===== config.mk =====
export PLATFORM = sky130hd
export DESIGN_NAME = term_writer
export DESIGN_NICKNAME = d
export VERILOG_FILES = /design/src/rtl/term_pkg.sv /design/src/rtl/term_writer.sv
export SDC_FILE = /design/constraint.sdc
export NUM_CORES = 1
export LEC_CHECK = 0
export BUFFER_PORTS_ARGS = -buffer_cell sky130_fd_sc_hd__buf_2
export CAP_MARGIN = 20
export CORE_ASPECT_RATIO = 1.4
export CORE_MARGIN = 5
export CORE_UTILIZATION = 50
export DETAILED_ROUTE_END_ITERATION = 10
export PLACE_DENSITY = 0.82
export SYNTH_ARGS = -nofsm -noshare
export SYNTH_HDL_FRONTEND = slang
export SYNTH_SLANG_ARGS = --single-unit

===== constraint.sdc =====
create_clock -name clk -period 2.2 [get_ports clk]
set_input_delay 0.44 -clock clk [delete_from_list [all_inputs] [get_ports clk]]
set_output_delay 0.44 -clock clk [all_outputs]
set_load 0.005 [all_outputs]

===== src/rtl/term_pkg.sv =====
`default_nettype none
// ============================================================================
//  Module      : term_pkg
//  Description : Shared geometry, character codes, writer state encoding and
//                the physical-row wrap helper for the character display.
//  Revision    : 1.0  initial release
// ============================================================================
package term_pkg;

  localparam int COLS  = 80;
  localparam int ROWS  = 24;
  localparam int COL_W = 7;
  localparam int ROW_W = 5;

  // Typed limits so index comparisons stay width-exact
  localparam logic [COL_W-1:0] COL_LAST = COL_W'(COLS - 1);
  localparam logic [COL_W-1:0] COL_END  = COL_W'(COLS);
  localparam logic [ROW_W-1:0] ROW_LAST = ROW_W'(ROWS - 1);
  localparam logic [ROW_W-1:0] ROW_END  = ROW_W'(ROWS);

  localparam logic [7:0] CHAR_SPACE     = 8'h20;
  localparam logic [7:0] CHAR_BS        = 8'h08;
  localparam logic [7:0] CHAR_LF        = 8'h0A;
  localparam logic [7:0] CHAR_CR        = 8'h0D;
  localparam logic [7:0] CHAR_PRINT_MIN = 8'h20;
  localparam logic [7:0] CHAR_PRINT_MAX = 8'h7E;

  typedef enum logic [1:0] {
    ST_INIT  = 2'd0,
    ST_IDLE  = 2'd1,
    ST_CLEAR = 2'd2
  } state_t;

  // (a + b) mod ROWS for operands already in 0..ROWS-1: one conditional subtract
  function automatic logic [ROW_W-1:0] row_wrap(input logic [ROW_W-1:0] a,
                                                input logic [ROW_W-1:0] b);
    logic [ROW_W:0] sum;
    sum = {1'b0, a} + {1'b0, b};
    if (sum >= (ROW_W+1)'(ROWS)) sum = sum - (ROW_W+1)'(ROWS);
    return sum[ROW_W-1:0];
  endfunction

endpackage
`default_nettype wire


===== src/rtl/term_writer.sv =====
`default_nettype none
// ============================================================================
//  Module      : term_writer
//  Description : Terminal write controller. Accepts a host byte stream,
//                tracks the cursor, writes printable characters to VRAM and
//                clears rows; scrolling rotates the physical top-row offset.
//  Revision    : 1.0  initial release
// ============================================================================
module term_writer
  import term_pkg::*;
(
  input  logic             clk,
  input  logic             reset,
  input  logic             in_valid,
  input  logic [7:0]       in_data,
  output logic             in_ready,
  output logic             wr_en,
  output logic [ROW_W-1:0] wr_row,
  output logic [COL_W-1:0] wr_col,
  output logic [7:0]       wr_data,
  output logic [ROW_W-1:0] scroll_top,
  output logic [ROW_W-1:0] cursor_row,
  output logic [COL_W-1:0] cursor_col
);

  state_t           state, state_n;
  logic             wr_en_n;
  logic [ROW_W-1:0] wr_row_n, scroll_n, crow_n;
  logic [COL_W-1:0] wr_col_n, ccol_n;
  logic [7:0]       wr_data_n;

  // Sweep counters: INIT walks (cnt_row, cnt_col) over the whole screen and
  // ends when cnt_row reaches ROWS; CLEAR walks cnt_col over clr_row and ends
  // when cnt_col reaches COLS. One extra counter value gives the idle cycle
  // between the last write and in_ready rising.
  logic [ROW_W-1:0] cnt_row, cnt_row_n;
  logic [COL_W-1:0] cnt_col, cnt_col_n;
  logic [ROW_W-1:0] clr_row, clr_row_n;

  logic             accept;
  logic             printable;
  logic             advance;
  logic [ROW_W-1:0] phys_row;

  assign in_ready = (state == ST_IDLE);
  assign accept   = in_valid & in_ready;
  assign phys_row = row_wrap(cursor_row, scroll_top);

  // Register bank: FSM state, registered VRAM port, cursor and sweep counters
  always_ff @(posedge clk or posedge reset) begin
    if (reset) begin
      state      <= ST_INIT;
      wr_en      <= 1'b0;
      wr_row     <= '0;
      wr_col     <= '0;
      wr_data    <= CHAR_SPACE;
      scroll_top <= '0;
      cursor_row <= '0;
      cursor_col <= '0;
      cnt_row    <= '0;
      cnt_col    <= '0;
      clr_row    <= '0;
    end else begin
      state      <= state_n;
      wr_en      <= wr_en_n;
      wr_row     <= wr_row_n;
      wr_col     <= wr_col_n;
      wr_data    <= wr_data_n;
      scroll_top <= scroll_n;
      cursor_row <= crow_n;
      cursor_col <= ccol_n;
      cnt_row    <= cnt_row_n;
      cnt_col    <= cnt_col_n;
      clr_row    <= clr_row_n;
    end
  end

  // Next-state, cursor movement and VRAM write selection
  always_comb begin
    state_n   = state;
    wr_en_n   = 1'b0;
    wr_row_n  = wr_row;
    wr_col_n  = wr_col;
    wr_data_n = wr_data;
    scroll_n  = scroll_top;
    crow_n    = cursor_row;
    ccol_n    = cursor_col;
    cnt_row_n = cnt_row;
    cnt_col_n = cnt_col;
    clr_row_n = clr_row;
    printable = (in_data >= CHAR_PRINT_MIN) && (in_data <= CHAR_PRINT_MAX);
    advance   = 1'b0;

    case (state)
      ST_INIT: begin
        if (cnt_row == ROW_END) begin
          state_n   = ST_IDLE;
          cnt_row_n = '0;
          cnt_col_n = '0;
        end else begin
          wr_en_n   = 1'b1;
          wr_row_n  = cnt_row;
          wr_col_n  = cnt_col;
          wr_data_n = CHAR_SPACE;
          if (cnt_col == COL_LAST) begin
            cnt_col_n = '0;
            cnt_row_n = cnt_row + ROW_W'(1);
          end else begin
            cnt_col_n = cnt_col + COL_W'(1);
          end
        end
      end

      ST_CLEAR: begin
        if (cnt_col == COL_END) begin
          state_n   = ST_IDLE;
          cnt_col_n = '0;
        end else begin
          wr_en_n   = 1'b1;
          wr_row_n  = clr_row;
          wr_col_n  = cnt_col;
          wr_data_n = CHAR_SPACE;
          cnt_col_n = cnt_col + COL_W'(1);
        end
      end

      ST_IDLE: begin
        if (accept) begin
          if (printable) begin
            wr_en_n   = 1'b1;
            wr_row_n  = phys_row;
            wr_col_n  = cursor_col;
            wr_data_n = in_data;
            if (cursor_col == COL_LAST) begin
              ccol_n  = '0;
              advance = 1'b1;
            end else begin
              ccol_n = cursor_col + COL_W'(1);
            end
          end else if (in_data == CHAR_CR) begin
            ccol_n = '0;
          end else if (in_data == CHAR_LF) begin
            advance = 1'b1;
          end else if (in_data == CHAR_BS) begin
            if (cursor_col != '0) ccol_n = cursor_col - COL_W'(1);
          end

          if (advance) begin
            if (cursor_row != ROW_LAST) begin
              crow_n = cursor_row + ROW_W'(1);
            end else begin
              // Old top row becomes the new bottom row and must be blanked
              scroll_n  = row_wrap(scroll_top, ROW_W'(1));
              clr_row_n = scroll_top;
              state_n   = ST_CLEAR;
              if (printable) begin
                // Port is busy with the character; clearing starts next cycle
                cnt_col_n = '0;
              end else begin
                // Port is free, so column 0 is cleared right away
                wr_en_n   = 1'b1;
                wr_row_n  = scroll_top;
                wr_col_n  = '0;
                wr_data_n = CHAR_SPACE;
                cnt_col_n = COL_W'(1);
              end
            end
          end
        end
      end

      default: state_n = ST_INIT;
    endcase
  end

endmodule
`default_nettype wire


== After elaboration in Yosys (flattened, before gate mapping) ==
Cells that the tools add are included.
Cells by class
  add/subtract/negate cells: 9
  order comparisons: 4
  eq/ne operators: 18
  mux-type cells: 62
  bitwise logic cells: 2
  reductions and logical operators: 14
Operators by type and width (count)
  2-to-1 mux 7 bit: 19
  2-to-1 mux 8 bit: 7
  2-to-1 mux 5 bit: 11
  one-hot mux 7 bit (3 select lines): 2
  equality test 8 x 4 -> 1 bit, second input constant: 3
  one-hot mux 8 bit (3 select lines): 1
  equality test 7 bit, second input constant: 3
  AND reduction 4 bit: 4
  one-hot mux 5 bit (3 select lines): 1
  adder 7 x 1 -> 7 bit, second input constant: 2
  2-to-1 mux 1 bit: 14
  >= comparator 6 x 5 -> 1 bit, second input constant: 2
  adder 5 x 1 -> 5 bit, second input constant: 2
  2-to-1 mux 2 bit: 5
  != test 2 bit, second input constant: 5
  AND reduction 5 bit: 2
  subtractor 5 bit, second input constant: 2
  nonzero test 3 bit: 3
  >= comparator 8 x 6 -> 1 bit, second input constant: 1
  <= comparator 8 x 7 -> 1 bit, second input constant: 1
  nonzero test 7 bit: 1
  subtractor 7 x 1 -> 7 bit, second input constant: 1
  adder 5 x 1 -> 6 bit, second input constant: 1
  adder 5 x 5 -> 6 bit: 1
  other kinds (14): 15
Storage, ports and cells
  bits in registers: 57
  bits of input ports: 11
  output and inout bits: 39
  logic and storage cells: 120

== Longest topological paths before layout ==
Gate-level depths: netlist of run 1.
  depth in word-level cells: 9
  depth in mapped cells: 9

== Worst setup path after synthesis of run 1 ==
No wires, ideal clock.
  kind: reg2reg
  start point: register scroll_top[0]
  end point: register wr_row[3]
  library setup time: 126 ps
  data arrival time: 1912 ps
  slack: 162 ps
  stages on the path, launching flop included: 10
  cell sequence: dfrtp_1 ha_1 inv_1 fa_1 inv_1 a21o_1 o21ai_0 o211ai_1 nand4_1 a221o_1
On the way
  word-level cells in the longest chain between the ends: 9
  elaborated cells on any way between the ends: 10
  classes of those cells: add/sub: 2; order compare: 1; mux: 7
RTL lines
  start: declaration: line term_writer.sv:21  | output logic [ROW_W-1:0] scroll_top,
  start signal: assignment: line term_writer.sv:69  | scroll_top <= scroll_n;
  adder 5 x 5 -> 6 bit *: line term_pkg.sv:38  | sum = {1'b0, a} + {1'b0, b};
  subtractor 5 bit or >= comparator 6 x 5 -> 1 bit (tied branches): line term_pkg.sv:39  | if (sum >= (ROW_W+1)'(ROWS)) sum = sum - (ROW_W+1)'(ROWS);
  2-to-1 mux 5 bit *: line term_pkg.sv:39
  2-to-1 mux 5 bit *: line term_writer.sv:129  | if (printable) begin
  2-to-1 mux 5 bit: line term_writer.sv:156  | if (printable) begin
  2-to-1 mux 5 bit: line term_writer.sv:149  | if (cursor_row != ROW_LAST) begin
  2-to-1 mux 5 bit *: line term_writer.sv:148  | if (advance) begin
  2-to-1 mux 5 bit *: line term_writer.sv:128  | if (accept) begin
  one-hot mux 5 bit (3 select lines) *: line term_writer.sv:94  | case (state)
  end signal: assignment: line term_writer.sv:66  | wr_row <= wr_row_n;
  end: declaration: line term_writer.sv:18  | output logic [ROW_W-1:0] wr_row,
Mark *: on every way between the ends. The rest lies on a longest branch, timed or not. The select of a mux whose other input is x is not followed.
A chain may end at the register's enable or synchronous reset.

== Worst setup path after layout of run 1 ==
  start point: register cursor_row[2]
  end point: register wr_row[4]
On the way
  word-level cells in the longest chain between the ends: 9
  elaborated cells on any way between the ends: 11
  classes of those cells: add/sub: 2; order compare: 1; eq/ne: 1; mux: 7
RTL lines
  start: declaration: line term_writer.sv:22  | output logic [ROW_W-1:0] cursor_row,
  start signal: assignment: line term_writer.sv:70  | cursor_row <= crow_n;
  adder 5 x 5 -> 6 bit: line term_pkg.sv:38
  subtractor 5 bit or >= comparator 6 x 5 -> 1 bit (tied branches): line term_pkg.sv:39
  2-to-1 mux 5 bit: line term_pkg.sv:39
  2-to-1 mux 5 bit: line term_writer.sv:129
  2-to-1 mux 5 bit: line term_writer.sv:156
  2-to-1 mux 5 bit: line term_writer.sv:149
  2-to-1 mux 5 bit *: line term_writer.sv:148
  2-to-1 mux 5 bit *: line term_writer.sv:128
  one-hot mux 5 bit (3 select lines) *: line term_writer.sv:94
Marks and branches as above.

==> reports/metrics.yaml, run 1 <==
logic_synthesis:
  synth.avg_cell_area_sq_um: 8.95
  synth-main-ff-cell: "dfrtp_1"
  netlist_instances: 396
  synth_edf_count: 0
  netlist_area_sq_mm: 0.00354
  synth.ff_latch_count: 57
  synth_fp_nets: 427
  yosys_warnings: 0
  yosysUniqueCellTypes: 65
  synth-seq-area-share: 0.403
  synthArstFlopShare: 1.00
route:
  via_per_inst: 6.03
  ant_nets: 0
  drt_iter0_drc: 234
  routed.top_layer: "met4"
  wirelength_um: 9800
  wl_met3_um: 655
  wl_met2_um: 5060
  drc: 0
  post_drt_wl_per_cell_um: 16.9
  vias: 3494
  met1Wirelength_um: 3830
  drt_first_pass_iters: 5
global_routing:
  grt_pass1_vias: 3492
  grt_pass1_wl_um: 16200
  antenna_found_initial: 0
  grt_overflow: 0
  track_usage: 0.234
  grt_max_degree: 34
worst_setup_path:
  worst_ep_required_time_ns: 2.45
  arrival_ns: 2.36
  worst-path-buf-inv: 0
  worstSetupEndpointType: "flip-flop"
  crit_top_cell: "a21oi_1"
  path_depth: 7
  r2r_cells: 7
  setup.worst_path.start: "cursor_row[2]"
  cp-start-kind: "flip-flop"
  slowest_delay_ns: 0.45
  worstReg2RegStart: "cursor_row[2]"
  crit_path_top_delay_cell: "dfrtp_1"
  crit_path_cell_trace: "ha_1 -> a21oi_1 -> nand2_2 -> nor4b_2 -> a21oi_1 -> and3b_1 -> o31ai_1"
  critPathKind: "flip-flop to flip-flop"
  cp_top_family: "simple AND/OR/NAND/NOR gates"
  critPathMaxFanout: 9
power:
  p_leak_uw: 0.00206
  p_comb_frac: 0.056
  p_per_area_mw_per_mm2: 492
  peakVddDrop_mv: 0.294
  clkPwrFrac: 0.458
  p_sw_frac: 0.227
  power.switching_uw: 490
  power_frac_seq: 0.487
  intPower_uw: 1660
cells_and_area:
  final_util: 0.632
  area_delta_synth_final_pct: 23.6
  final_nets: 511
  layout-drive-gt1-share: 0.252
  insertedDiodeCount: 0
cts:
  cts_sinks: 57
  clk_pin_slew_worst_paths_ns: 0.06
  cts_inserted_buffers: 9
  hold_buffers: 0
  cts_tree: "done"
  post_cts_resized: 0
  cts.htree.levels: 3
  cts_root_buf: "clkbuf_8"
  clockBufferDepth: 2
  cts_setup_buffers: 0
  clock_latency_ns: 0.34
job:
  maxCapViolCount: 0
floorplanning:
  fp.dieW_um: 81.2
  die_y_um: 110
  ios: 50
  dieArea_sq_mm: 0.00890
  initial_core_util: 0.511
  num_rows: 36
  core_sq_mm: 0.00694
sta:
  fin_ws_ns: 0.0924
  finalCritPeriodShare: 0.958
  grt_setup_unrepaired: "true"
  clock.fmax_ghz: 0.474
  worst_pin_slew_ns: 0.691
  hold_viol_final: 0
  finalSetupViolCount: 0
  maxSlewHeadroom: 0.539
  fin_hold_ws_ns: 0.152
  drv_slew: 0
  min_period_ns: 2.11
  fin_skew_ns: 0.00649
placed_design:
  hpwlAfterDp_um: 7350
  place_ws_ns: 0.0692
  gp_congestion: 0.979
  io_buffers: 49
min_path:
  hold_class: "primary input to async pin"
status:
  status: "finished clean"
power by group through the flow:
stage	logic, uW	registers (uW)	clock network (uW)
after detailed placement	117	1070	0
after floorplan	63.8	1070	0
after CTS	120	1050	1000
final	120	1050	986
after global routing	133	1050	1060
after global placement	114	1070	0
cell usage in the layout (no fill, tap or decap), types with 3 or more instances in the layout:
cell type and instances:
a21oi_1 23, a221oi_1 3, a22oi_1 5, a32oi_1 8, and2_1 5, and3_1 9
buf_2 49, buf_4 35, clkbuf_8 11, dfrtp_1 56, ha_1 19, inv_1 17
mux2i_1 3, nand2_1 56, nand2b_1 5, nand3_1 14, nand4_1 7, nor2_1 25
nor2b_1 8, nor3_1 5, o21ai_0 39, o221ai_1 3, o22ai_1 3, o31ai_1 8
xnor2_1 6
final cells by class:
cell class                 count  area (sq um)
fill                         611          2550
multi-input combinational    309          2040
sequential                    57          1430
timing repair buffer          85           528
clock buffer                  12           155
tap                           95           119
inverter                      18          67.6
clock inverter                 3          40.0
cells by family (layout without fill, tap and decap cells):
kind of cell / Yosys count / in the layout / synth area share
AO/OA/AOI/OAI: 122 / 122 / 0.228
XOR/XNOR: 8 / 8 / 0.0198
adder cells (fa/ha/maj): 20 / 20 / 0.0727
buffers and inverters: 30 / 118 / 0.0367
flip-flops: 57 / 57 / 0.403
multiplexers: 4 / 4 / 0.0116
AND/OR/NAND/NOR: 155 / 155 / 0.228
path summary, 6_finish.rpt:
path	end	slack (ns)
worst max-delay path	wr_row[4]	0.09
worst min-delay path	wr_col[2]	0.15
worst max register to register	wr_row[4]	0.09
worst min register to register	wr_col[6]	0.46
max in group asynchronous	clr_row[1]	1.46
min in group clk	wr_data[2]	0.37
synthesized netlist by cell type, types with 2 or more instances:
library cell / number / area (sq um)
o221ai_1: 3 / 26.3
dfrtp_1: 56 / 1400
nand2_1: 58 / 218
a31oi_1: 2 / 12.5
ha_1: 19 / 238
nor3_1: 5 / 25.0
nand4_1: 7 / 43.8
a21boi_0: 2 / 15.0
o211ai_1: 2 / 15.0
nor2b_1: 8 / 50.1
o21a_1: 2 / 15.0
o21ai_2: 2 / 17.5
nor2_1: 25 / 93.8
xnor2_1: 6 / 52.6
and4b_1: 2 / 20.0
a22oi_1: 5 / 37.5
a32oi_1: 8 / 70.1
a21oi_1: 24 / 120
inv_1: 18 / 67.6
nand2b_1: 5 / 31.3
clkbuf_1: 7 / 26.3
and2_1: 5 / 31.3
o22ai_1: 3 / 18.8
mux2i_1: 3 / 30.0
a211oi_1: 2 / 15.0
buf_2: 3 / 15.0
a211o_1: 2 / 17.5
nand3b_1: 2 / 15.0
and3_1: 9 / 56.3
xor2_1: 2 / 17.5
nand4b_1: 2 / 17.5
o31ai_1: 8 / 60.1
a2bb2oi_1: 2 / 17.5
o21ai_0: 39 / 195
nand3_1: 15 / 75.1
or3_1: 2 / 12.5
a221oi_1: 3 / 26.3
stage by stage:
stage / power, uW / area, sq um / cells / setup TNS [ns]
after global routing: 2240 / 4380 / 579 / -0.0777
after CTS: 2170 / 4320 / 579 / 0
after global placement: 1180 / 4130 / 564 / 0
after floorplan: 1130 / 3540 / 396 / 0
after detailed placement: 1180 / 4130 / 564 / 0
final: 2150 / 4380 / 579 / 0
sequential cells by signal, indices dropped and copies added (netlist names):
signal      count
state           2
wr_data         8
cursor_row      5
wr_row          5
wr_col          7
cursor_col      7
cnt_col         7
wr_en           1
clr_row         5
scroll_top      5
cnt_row         5
worst reg2reg max path, delay by kind of cell (launching register included):
kind | cells | cell delay, ns
and+or+nand+nor | 3 | 0.64
adders and majority gates | 1 | 0.38
AOI/OAI and AO/OA | 3 | 0.55
DFF | 1 | 0.45
per-layer routing:
layer,global-route usage,up-vias
met5,0,-
met4,0.0930,0
met3,0.0500,27
met2,0.415,159
met1,0.270,1686
li1,-,1622
No activity file was read; power rests on OpenSTA's default activity.
==> run 2: changes to the inputs <==
CORE_ASPECT_RATIO = 1.25   (was 1.4)
==> run 2 against run 1 <==
Sequential cell count unchanged. Total power increased by 0.41%. Critical path depth increased by 1. Largest cell class unchanged. Largest power group unchanged. Highest routed layer unchanged.
==> reports/metrics.yaml, run 2 (synthesized netlist as in run 1, its figures left out) <==
global_routing:
  grt_max_degree: 27  # was 34
  antenna_found_initial: 0  # unchanged
  grt_pass1_vias: 3431  # was 3,492
  track_usage: 0.227  # was 0.234
  grt_overflow: 0  # unchanged
  grt_pass1_wl_um: 16200  # about the same
cts:
  cts_tree: "done"  # unchanged
  cts.htree.levels: 3  # unchanged
  cts_root_buf: "clkbuf_8"  # unchanged
  clockBufferDepth: 2  # unchanged
  cts_inserted_buffers: 9  # unchanged
  clk_pin_slew_worst_paths_ns: 0.07  # was 0.06 ns
  clock_latency_ns: 0.34  # about the same
  cts_setup_buffers: 0  # unchanged
  cts_sinks: 57  # unchanged
route:
  vias: 3488  # was 3,494
  wirelength_um: 9550  # was 9800 um
  drc: 0  # unchanged
  via_per_inst: 6.02  # was 6.03
  drt_first_pass_iters: 5  # unchanged
  post_drt_wl_per_cell_um: 16.5  # was 16.9 um
  drt_iter0_drc: 204  # was 234
  ant_nets: 0  # unchanged
cells_and_area:
  mostFrequentLayoutCells: "nand2_1 (57), dfrtp_1 (56), buf_2 (49), buf_4 (41), o21ai_0 (39)"  # was nand2_1 (56), dfrtp_1 (56), buf_2 (49), o21ai_0 (39), buf_4 (35)
  top_register: "wr_data"  # unchanged
  area_delta_synth_final_pct: 24.1  # was 23.6%
  fin_area_sq_mm: 0.00440  # was 0.00438 sq mm
  insertedDiodeCount: 0  # unchanged
  final_nets: 516  # was 511
  mostFrequentLayoutCell: "nand2_1"
  fillerInstances: 581  # was 611
  instances_no_fill: 579  # unchanged
  largest_reg_flops: 8  # unchanged
  layout-drive-gt1-share: 0.256  # was 0.252
  final_util: 0.634  # was 0.632
sta:
  hold_viol_final: 0  # unchanged
  min_period_ns: 2.11  # about the same
  drv_slew: 0  # unchanged
  finalSetupViolCount: 0  # unchanged
  fin_ws_ns: 0.0900  # was 0.0924 ns
  finalCritPeriodShare: 0.959  # was 0.958
  fin_skew_ns: 0.00882  # was 0.00649 ns
  grt_setup_unrepaired: "true"  # unchanged
  maxSlewHeadroom: 0.609  # was 0.539
  clock.fmax_ghz: 0.474  # about the same
  worst_pin_slew_ns: 0.585  # was 0.691 ns
worst_setup_path:
  worstReg2RegEnd: "cnt_col[2]"  # was wr_row[4]
  rrSetupSlack_ns: 0.09  # about the same
  r2r_cells: 8  # was 7
  worst_ep_required_time_ns: 2.41  # was 2.45 ns
  worstSetupEndpointType: "flip-flop"  # unchanged
  critPathKind: "flip-flop to flip-flop"  # unchanged
  critPathMaxFanout: 10  # was 9
  worstReg2RegStart: "cursor_col[1]"  # was cursor_row[2]
  arrival_ns: 2.32  # was 2.36 ns
  cp-start-kind: "flip-flop"  # unchanged
placed_design:
  post-place-cells: 564  # unchanged
  dpl_cell_area_sq_mm: 0.00415  # was 0.00413 sq mm
  gp_congestion: 0.967  # was 0.979
  io_buffers: 49  # unchanged
  hpwlAfterDp_um: 7210  # was 7350 um
  place_ws_ns: 0.0894  # was 0.0692 ns
job:
  maxCapViolCount: 0  # unchanged
floorplanning:
  dieArea_sq_mm: 0.00888  # was 0.00890 sq mm
  die_y_um: 104  # was 110 um
  initial_core_util: 0.511  # about the same
  num_rows: 34  # was 36
  core_sq_mm: 0.00693  # was 0.00694 sq mm
  ios: 50  # unchanged
  fp.dieW_um: 85.3  # was 81.2 um
min_path:
  hold_class: "primary input to async pin"  # unchanged
power:
  p_leak_uw: 0.00209  # was 0.00206 uW
  p_per_area_mw_per_mm2: 492  # about the same
  peakVddDrop_mv: 0.268  # was 0.294 mV
status:
  status: "finished clean"  # unchanged
run 2: layout make-up:
class,count,area (sq um),share of cell area
inverters,18,67.6,0.0154
multi-input cells,309,2040,0.464
repair buffers,90,553,0.126
well taps,90,113,0.0256
clock buffers,12,155,0.0353
clock inverters,3,40.0,0.00910
flip-flops and latches,57,1430,0.325
run 2: worst max-delay path, cell delays in order, from the launching register on:
cell	delay (ns)
dfrtp_1	0.35
ha_1	0.20
and3_1	0.25
nand3_1	0.19
o31a_1	0.32
a2bb2oi_1	0.17
buf_4	0.18
o21ai_0	0.20
o41ai_2	0.10
run 2: worst max-delay path by stage:
stage / start / end / slack [ns] / cells past startpoint
2_1_floorplan: scroll_top[0] / wr_row[3] / 0.16 / 9
3_3_place_gp: in_data[4] / wr_row[4] / 0.14 / 7
3_5_place_dp: in_data[4] / cursor_col[4] / 0.09 / 8
4_1_cts: cursor_row[2] / wr_row[4] / 0.08 / 7
5_1_grt: cursor_col[1] / cnt_col[2] / -0.01 / 8
6_report: cursor_col[1] / cnt_col[2] / 0.09 / 8
run 2: repair_timing:
item / in CTS / in global routing
gates resized for setup: 0 / 10
endpoints found under the setup margin: 0 / 19
hold buffers: 0 / 0
run 2: power by group:
group	internal (uW)	switching, uW	total [uW]
logic	42.3	79.8	122
clock network	575	418	993
registers	1050	0	1050
run 2: per-layer routing:
layer  vias up  routed length (um)  track usage
li1       1634                   -            -
met4         0                 246        0.101
met1      1698                3810        0.267
met2       135                4900        0.390
met5         -                   0            0
met3        21                 603       0.0483
run 2: metrics by stage:
step,hold slack (ns),total power (uW),setup TNS (ns)
2_1_floorplan,0.446,1130,0
3_3_place_gp,0.417,1180,0
3_5_place_dp,0.430,1190,0
4_1_cts,0.0618,2170,0
5_1_grt,0.0924,2250,-0.0161
6_report,0.0673,2160,0
